## config.mk

```make
export PLATFORM = sky130hd
export DESIGN_NAME = gpu_reg_scoreboard_flat
export DESIGN_NICKNAME = d
export VERILOG_FILES = /design/src/rtl/gpu_reg_scoreboard_if.sv /design/src/rtl/gpu_reg_scoreboard.sv /design/src/flat_wrapper.sv
export SDC_FILE = /design/constraint.sdc
export NUM_CORES = 1
export LEC_CHECK = 0
export ABC_AREA = 1
export BUFFER_PORTS_ARGS = -buffer_cell sky130_fd_sc_hd__buf_2
export CORE_MARGIN = 2
export CORE_UTILIZATION = 42
export CTS_CLUSTER_SIZE = 40
export DETAILED_ROUTE_END_ITERATION = 7
export PLACE_DENSITY = 0.67
export REMOVE_ABC_BUFFERS = 1
export SYNTH_ARGS = -nofsm -noshare
export SYNTH_HDL_FRONTEND = slang
export SYNTH_SLANG_ARGS = --single-unit
```

## constraint.sdc

```tcl
create_clock -name sys_clk -period 3.1 [get_ports sys_clk]
set_input_delay 0.31 -clock sys_clk [delete_from_list [all_inputs] [get_ports sys_clk]]
set_output_delay 0.31 -clock sys_clk [all_outputs]
set_load 0.03 [all_outputs]
```

## src/rtl/gpu_reg_scoreboard_if.sv

```systemverilog
// Issue/writeback bus between the issue stage and the register scoreboard.
// The master is the issue stage; the slave is the scoreboard.
interface gpu_reg_scoreboard_if #(
  parameter int unsigned AW = 6,
  parameter int unsigned CW = 3
);

  // Issue-stage instruction fields
  logic          issue_valid;
  logic [AW-1:0] src1;
  logic          src1_used;
  logic [AW-1:0] src2;
  logic          src2_used;
  logic [AW-1:0] dst;
  logic          dst_used;
  logic          long_op;

  // Long-latency writeback retire strobe
  logic          wb_valid;

  // Scoreboard status back to the issue stage and writeback path
  logic          stall;
  logic [AW-1:0] wb_addr;
  logic [CW-1:0] pending_cnt;
  logic          full;
  logic          empty;
  logic          underflow;

  modport master (
    output issue_valid, src1, src1_used, src2, src2_used, dst, dst_used, long_op, wb_valid,
    input  stall, wb_addr, pending_cnt, full, empty, underflow
  );

  modport slave (
    input  issue_valid, src1, src1_used, src2, src2_used, dst, dst_used, long_op, wb_valid,
    output stall, wb_addr, pending_cnt, full, empty, underflow
  );

endinterface

```

## src/rtl/gpu_reg_scoreboard.sv

```systemverilog
// Register scoreboard for the GPU/DSP issue stage.
// Keeps an in-order queue of destination registers with long-latency writes
// outstanding. Issue is held on any RAW/WAW hit against a pending entry, or
// when a long op would allocate into a full queue. Writeback retires the head.
module gpu_reg_scoreboard #(
  parameter int unsigned ENTRIES = 4,
  parameter int unsigned AW      = 6
) (
  input  logic                 sys_clk,
  input  logic                 resetl,
  gpu_reg_scoreboard_if.slave  bus
);

  // ENTRIES is a power of two, so pointers wrap naturally at PW bits.
  localparam int unsigned PW = $clog2(ENTRIES);
  localparam int unsigned CW = $clog2(ENTRIES) + 1;

  // Queue storage and bookkeeping
  logic [AW-1:0]      r_addr [ENTRIES];
  logic [ENTRIES-1:0] r_valid;
  logic [PW-1:0]      r_head;
  logic [PW-1:0]      r_tail;
  logic [CW-1:0]      r_cnt;
  logic               r_full;
  logic               r_empty;
  logic               r_underflow;

  // Hazard detection and control
  logic [ENTRIES-1:0] w_match_src1;
  logic [ENTRIES-1:0] w_match_src2;
  logic [ENTRIES-1:0] w_match_dst;
  logic               w_hit_src1;
  logic               w_hit_src2;
  logic               w_hit_dst;
  logic               w_alloc_blocked;
  logic               w_stall;
  logic               w_accept;
  logic               w_alloc;
  logic               w_pop;
  logic [CW-1:0]      w_cnt_next;

  // Per-entry 6-bit equality compare against registered queue state only;
  // a same-cycle pop still hits, giving the one-cycle release latency.
  always_comb begin
    w_match_src1 = '0;
    w_match_src2 = '0;
    w_match_dst  = '0;
    for (int i = 0; i < int'(ENTRIES); i++) begin
      w_match_src1[i] = r_valid[i] && (r_addr[i] == bus.src1);
      w_match_src2[i] = r_valid[i] && (r_addr[i] == bus.src2);
      w_match_dst[i]  = r_valid[i] && (r_addr[i] == bus.dst);
    end
  end

  // Reduce per-entry matches into hazards and derive issue/queue control
  always_comb begin
    w_hit_src1      = bus.src1_used && (|w_match_src1);
    w_hit_src2      = bus.src2_used && (|w_match_src2);
    w_hit_dst       = bus.dst_used  && (|w_match_dst);
    // A pop in the same cycle does not free space for this allocation.
    w_alloc_blocked = bus.long_op && bus.dst_used && r_full;
    w_stall         = bus.issue_valid &&
                      (w_hit_src1 || w_hit_src2 || w_hit_dst || w_alloc_blocked);
    w_accept        = bus.issue_valid && !w_stall;
    w_alloc         = w_accept && bus.long_op && bus.dst_used;
    w_pop           = bus.wb_valid && !r_empty;
  end

  // Occupancy next-state; simultaneous alloc and pop leave it unchanged
  always_comb begin
    w_cnt_next = r_cnt;
    case ({w_alloc, w_pop})
      2'b10:   w_cnt_next = r_cnt + 1'b1;
      2'b01:   w_cnt_next = r_cnt - 1'b1;
      default: w_cnt_next = r_cnt;
    endcase
  end

  // Queue pointers, valid flags and status flags
  always_ff @(posedge sys_clk) begin
    if (!resetl) begin
      r_valid     <= '0;
      r_head      <= '0;
      r_tail      <= '0;
      r_cnt       <= '0;
      r_full      <= 1'b0;
      r_empty     <= 1'b1;
      r_underflow <= 1'b0;
    end else begin
      // Head and tail can only coincide when empty or full, and then only
      // one of pop/alloc is possible, so these two updates never collide.
      if (w_pop) begin
        r_valid[r_head] <= 1'b0;
        r_head          <= r_head + 1'b1;
      end
      if (w_alloc) begin
        r_valid[r_tail] <= 1'b1;
        r_tail          <= r_tail + 1'b1;
      end
      r_cnt   <= w_cnt_next;
      r_full  <= (w_cnt_next == CW'(ENTRIES));
      r_empty <= (w_cnt_next == '0);
      if (bus.wb_valid && r_empty) begin
        r_underflow <= 1'b1;
      end
    end
  end

  // Address storage written at the tail on allocation
  always_ff @(posedge sys_clk) begin
    if (!resetl) begin
      for (int i = 0; i < int'(ENTRIES); i++) begin
        r_addr[i] <= '0;
      end
    end else if (w_alloc) begin
      r_addr[r_tail] <= bus.dst;
    end
  end

  // Outputs; wb_addr is forced to zero when nothing is pending
  assign bus.stall       = w_stall;
  assign bus.wb_addr     = r_empty ? '0 : r_addr[r_head];
  assign bus.pending_cnt = r_cnt;
  assign bus.full        = r_full;
  assign bus.empty       = r_empty;
  assign bus.underflow   = r_underflow;

  // Internal consistency: counter tracks the valid flags, no overflow
  a_cnt_matches_valid: assert property (
    @(posedge sys_clk) disable iff (!resetl)
    r_cnt == CW'($countones(r_valid))
  );

  a_no_alloc_when_full: assert property (
    @(posedge sys_clk) disable iff (!resetl)
    !(w_alloc && r_full)
  );

  a_stall_needs_issue: assert property (
    @(posedge sys_clk) disable iff (!resetl)
    !bus.issue_valid |-> !w_stall
  );

endmodule

```

## src/flat_wrapper.sv

```systemverilog
// flat-port wrapper written by rule: the top's interface ports become plain ports
module gpu_reg_scoreboard_flat 
#(
  parameter int unsigned ENTRIES = 4,
  parameter int unsigned AW      = 6
)
  (sys_clk, resetl, bus_issue_valid, bus_src1, bus_src1_used, bus_src2, bus_src2_used, bus_dst, bus_dst_used, bus_long_op, bus_wb_valid, bus_stall, bus_wb_addr, bus_pending_cnt, bus_full, bus_empty, bus_underflow);
  gpu_reg_scoreboard_if #(.AW(AW), .CW(3)) bus_i ();
  input  logic sys_clk;
  input  logic resetl;
  input wire logic [$bits(bus_i.issue_valid)-1:0] bus_issue_valid;
  input wire logic [$bits(bus_i.src1)-1:0] bus_src1;
  input wire logic [$bits(bus_i.src1_used)-1:0] bus_src1_used;
  input wire logic [$bits(bus_i.src2)-1:0] bus_src2;
  input wire logic [$bits(bus_i.src2_used)-1:0] bus_src2_used;
  input wire logic [$bits(bus_i.dst)-1:0] bus_dst;
  input wire logic [$bits(bus_i.dst_used)-1:0] bus_dst_used;
  input wire logic [$bits(bus_i.long_op)-1:0] bus_long_op;
  input wire logic [$bits(bus_i.wb_valid)-1:0] bus_wb_valid;
  output wire logic [$bits(bus_i.stall)-1:0] bus_stall;
  output wire logic [$bits(bus_i.wb_addr)-1:0] bus_wb_addr;
  output wire logic [$bits(bus_i.pending_cnt)-1:0] bus_pending_cnt;
  output wire logic [$bits(bus_i.full)-1:0] bus_full;
  output wire logic [$bits(bus_i.empty)-1:0] bus_empty;
  output wire logic [$bits(bus_i.underflow)-1:0] bus_underflow;
  assign bus_i.issue_valid = bus_issue_valid;
  assign bus_i.src1 = bus_src1;
  assign bus_i.src1_used = bus_src1_used;
  assign bus_i.src2 = bus_src2;
  assign bus_i.src2_used = bus_src2_used;
  assign bus_i.dst = bus_dst;
  assign bus_i.dst_used = bus_dst_used;
  assign bus_i.long_op = bus_long_op;
  assign bus_i.wb_valid = bus_wb_valid;
  assign bus_stall = bus_i.stall;
  assign bus_wb_addr = bus_i.wb_addr;
  assign bus_pending_cnt = bus_i.pending_cnt;
  assign bus_full = bus_i.full;
  assign bus_empty = bus_i.empty;
  assign bus_underflow = bus_i.underflow;
  gpu_reg_scoreboard #(.ENTRIES(ENTRIES), .AW(AW)) u_core (.sys_clk(sys_clk), .resetl(resetl), .bus(bus_i));
endmodule
```

Word level (Yosys, flattened, before mapping)
Memories as Yosys holds them, arrays and structs flattened. A register that Yosys moved wholly into a read port is not among the register bits.
Index checks and enable logic that the tools add are counted.
{ "word_totals": {"elab_cells": 87, "ramBits": 24, "memories": 1, "inputBits": 26, "register_bits": 14, "output_inout_bits": 13} }
{ "memory_table": {"columns": ["memory", "words", "word_bits", "rd", "rd_clocked_by_memory_dff", "wr", "line", "text"], "rows": [
  ["u_core.r_addr", 4, 6, 5, 1, 4, "gpu_reg_scoreboard.sv:19", "logic [AW-1:0] r_addr [ENTRIES];"]
]} }
{ "op_classes": {"n_eq_ne": 15, "bitwise": 3, "addsub": 4, "magnitude_cmp": 4, "n_mux": 18, "reduce_logical": 35} }
{ "ops": {"columns": ["op", "n"], "rows": [
  ["$eq 6x6->1", 12],
  ["$logic_and 1x1->1", 25],
  ["$mux 4", 3],
  ["$mux 6", 2],
  ["$reduce_or 4->1", 3],
  ["$mux 1", 7],
  ["$lt 2x3->1 const B", 2],
  ["$mux 2", 3],
  ["$pmux 3 s2", 1],
  ["$reduce_or 6->1", 1],
  ["$add 2x1->2 const B", 2],
  ["$and 4x4->4", 1],
  ["$demux 1 s2", 2],
  ["$ge 2x1->1 const B", 2],
  ["$not 4->4", 1],
  ["$or 4x4->4", 1],
  ["$add 3x1->3 const B", 1],
  ["$eq 3x3->1 const B", 1],
  ["$logic_not 3->1", 1],
  ["$logic_or 1x1->1", 3],
  ["$sub 3x1->3 const B", 1],
  ["$eq 2x1->1 const B", 1],
  ["$eq 2x2->1 const B", 1],
  ["$logic_not 1->1", 2]
]} }

Logic depth before layout (Yosys ltp)
{ "depth": {"word_depth": 17, "ltp_mapped": 20, "mapped_depth_nobuf": 20} }

Least setup slack after synthesis
Ideal clock, no wire load.
{ "synth_timing": {"path_type": "flip-flop to flip-flop", "from": "memory u_core.r_addr[3][4]", "to": "register u_core.r_empty (netlist: u_core.bus.empty)", "t_arrival_ns": 2.338, "stages_incl_launch_ff": 19, "setup_time_ns": 0.070, "t_required_ns": 3.030, "slack_ns": 0.692, "synth_period_minus_slack_ns": 2.408, "path_buffers": 0, "path_cell_list": "edfxtp_1 > inv_1 > nand2_1 > a21oi_1 > nand2_1 > nor2_1 > nor2_1 > nand2_1 > nand2_1 > nand4_1 > ha_1 > inv_1 > fa_1 > nor2_1 > nor2_1 > or2_2 > nand3_1 > inv_1 > a21oi_1"} }
{ "synth_lines": {"columns": ["item", "line", "text"], "rows": [
  ["from (decl)", "gpu_reg_scoreboard.sv:19", null],
  ["to (signal assigned)", "gpu_reg_scoreboard.sv:102", "r_empty <= (w_cnt_next == '0);"],
  ["to (decl)", "gpu_reg_scoreboard.sv:25", "logic r_empty;"]
]} }

==> out/qor.yml <==
grt:
  grt_pass1_vias: 2930
  track_usage_pct: 24.6
  grt_overflow: 0
  antenna_found_initial: 0
  grt_max_degree: 24
  grt_pass1_wl_mm: 14.6
sta:
  tightest_slew_ns: 0.480
  drv_slew: 0
  rsz0062_at_grt: "no"
  hold_violations: 0
  finalCritPeriodShare_pct: 89.5
  max_freq_ghz: 0.360
  slew_headroom_pct: 68.0
  post-route-min-period_ns: 2.77
  fin_worst_skew_ns: 0.00456
  fin_setup_tns_ns: 0
  setup_viol_count_final: 0
final_layout:
  fin_util_pct: 49.7
  diodes: 0
  syn_to_final_growth_pct: 13.1
  fillers: 780
  final_net_count: 542
  drive_above_1_share_pct: 12.6
floorplanning:
  ioPinCount: 39
  dieWidth_um: 89.0
  dieArea_um2: 7920
  core_region_area_um2: 6910
  die_h_um: 89.0
  start_util_pct: 43.9
  num_rows: 30
setup_path:
  cp.buffers_inverters: 3
  arrival_ns: 3.01
  critPathSlowestCell: "edfxtp_1"
  cp_common_cell: "nor2_1"
  max_stage_delay_ns: 0.47
  critPathMaxFanout: 4
  cp-start-kind: "register"
  worstPathRequired_ns: 3.33
  critical_path.cell_chain: "inv_1, nand2_1, a21oi_1, nand2_1, nor2_1, nor2_1, nand2_1, nand2_2, nand4_1, ha_1, inv_1, fa_1, nor2_1, nor2_1, or2_2, nand3_1, inv_1, a21oi_1"
  path_class: "register to register"
  crit_family: "simple AND/OR/NAND/NOR gates"
  worstSetupEndpointType: "register"
drt:
  drt_first_pass_iters: 5
  wl_mm: 9.11
  drc: 0
  ant_nets: 0
  drt-wirelength-per-cell_um: 15.1
  vias: 3097
  drt_iter0_markers: 230
  via_per_inst: 5.14
power:
  vdd_ir_drop_max_mv: 0.449
  pwr_density_cell_nw_per_um2: 459
  p_leak_uw: 0.00164
run_status:
  outcome: "completed"
logic_synthesis:
  synth_area_leaders: "edfxtp_1 24%, nand2_1 18%, dfxtp_1 11%"
  synth_cell_types: 27
  syn_area_um2: 3040
  avgSynthCellArea_um2: 6.50
  yosys_warnings: 0
  synth_area_leader_cell: "edfxtp_1"
  synth_top_area_share_pct: 23.7
  synth-seq-cells: 40
  yosysSeqAreaShare_pct: 34.3
  syn_inst: 467
clocking:
  clockRootBuffer: "clkbuf_8"
  cts_tree: "built"
  htreeDepth: 2
  path_clk_slew_ns: 0.07
  cts_num_sinks: 40
  ctsResizeCount: 0
  clockBufferDepth: 2
  numCtsBuffers: 5
  insertion_delay_ns: 0.29
  cts_hold_buf: 0
  cts_setup_buffers: 0
placement:
  port_buffers: 38
  gp_congestion: 0.955
  dpl.hpwl_mm: 7.41
run:
  maxCapViolations: 0
hold_path:
  hp-class: "input port to register"
-- worst paths after layout --
path,start,cells past startpoint,endpoint,slack (ns)
worst max register to register,u_core.r_addr[1][4]$_SDFFCE_PN0P_,18,u_core.bus.empty$_SDFF_PN1_,0.33
worst max-delay path,u_core.r_addr[1][4]$_SDFFCE_PN0P_,18,u_core.bus.empty$_SDFF_PN1_,0.33
worst min-delay path,bus_wb_valid,3,u_core.bus.underflow$_SDFFE_PN0P_,0.25
worst min register to register,u_core.bus.underflow$_SDFFE_PN0P_,2,u_core.bus.underflow$_SDFFE_PN0P_,0.47
-- cell usage in the layout (no fill, tap or decap), types with 2 or more instances in the layout --
master | netlist | layout
buf_4 | 0 | 2
nand2_2 | 3 | 3
xor2_1 | 2 | 2
inv_1 | 55 | 55
ha_1 | 9 | 9
edfxtp_1 | 24 | 24
nor2_1 | 77 | 77
dfxtp_1 | 16 | 16
nand2_1 | 149 | 149
nand4_4 | 3 | 3
nand3_1 | 24 | 24
o21ai_1 | 7 | 7
a21oi_1 | 38 | 38
buf_2 | 0 | 38
clkinv_1 | 1 | 3
xnor2_1 | 13 | 13
inv_2 | 9 | 9
nand4_1 | 2 | 2
o21ai_0 | 19 | 19
clkbuf_8 | 0 | 5
-- state kept, by name, summed over array words and instances, names as in the netlist, named ones only --
signal,cells
u_core.r_addr,24
u_core.bus.pending_cnt,3
u_core.bus.full,1
u_core.r_tail,2
u_core.bus.underflow,1
u_core.bus.empty,1
u_core.r_valid,4
u_core.r_head,2
-- report_power, final --
group          internal [uW]  leakage [uW]  switching [uW]  total (uW)
registers                612      0.000378            67.1         679
logic                    154       0.00121             335         489
clock network            234     0.0000532             174         409
total                   1000       0.00164             577        1580
-- tightest hold or removal path, delay by kind of cell --
| kind | cells | cell delay (ns) |
|---|---|---|
| simple gates | 1 | 0.07 |
| buf+inv | 1 | 0.09 |
| compound gates | 1 | 0.05 |
-- synth_stat cells --
cell type	count
nand2_1	149
nor2_1	77
inv_1	55
a21oi_1	38
edfxtp_1	24
nand3_1	24
o21ai_0	19
dfxtp_1	16
xnor2_1	13
ha_1	9
inv_2	9
o21ai_1	7
clkbuf_1	5
clkbuf_2	3
nand2_2	3
nand4_4	3
nand4_1	2
xor2_1	2
and2_1	1
clkinv_1	1
fa_1	1
nand3_4	1
nor2_8	1
nor3_1	1
o211ai_1	1
o22ai_1	1
or2_2	1
-- through the flow --
stage | setup slack (ns) | hold slack, ns | cell area, um2 | total power, uW | cells
floorplan | 0.694 | 0.398 | 3000 | 994 | 459
global placement | 0.333 | 0.449 | 3320 | 1170 | 594
detailed placement | 0.273 | 0.455 | 3320 | 1180 | 594
CTS | 0.291 | 0.249 | 3430 | 1580 | 602
global route | 0.0286 | 0.272 | 3430 | 1670 | 603
finish | 0.326 | 0.251 | 3430 | 1580 | 603
-- per-layer routing --
layer	track usage, %	part of all wire [%]
met4	13.7	4.9
met3	4.16	6.1
met2	39.9	46
met5	0	0
met1	31.3	43
-- cell families after synthesis --
logic type	share of synthesized area, %
buffers and inverters	9.15
XOR/XNOR	4.33
adder cells (fa/ha/maj)	4.37
AO/OA/AOI/OAI	11.0
flip-flops	34.3
AND/OR/NAND/NOR	36.9
-- cell type report --
type	instances	area, um2	area share (%)
clock buffer	5	68.8	2.00
timing repair buffer	40	205	5.98
sequential	40	1040	30.3
inverter	65	244	7.11
multi-input combinational	354	1720	50.0
tap	96	120	3.50
clock inverter	3	37.5	1.09
No activity file was read; power rests on OpenSTA's default activity.
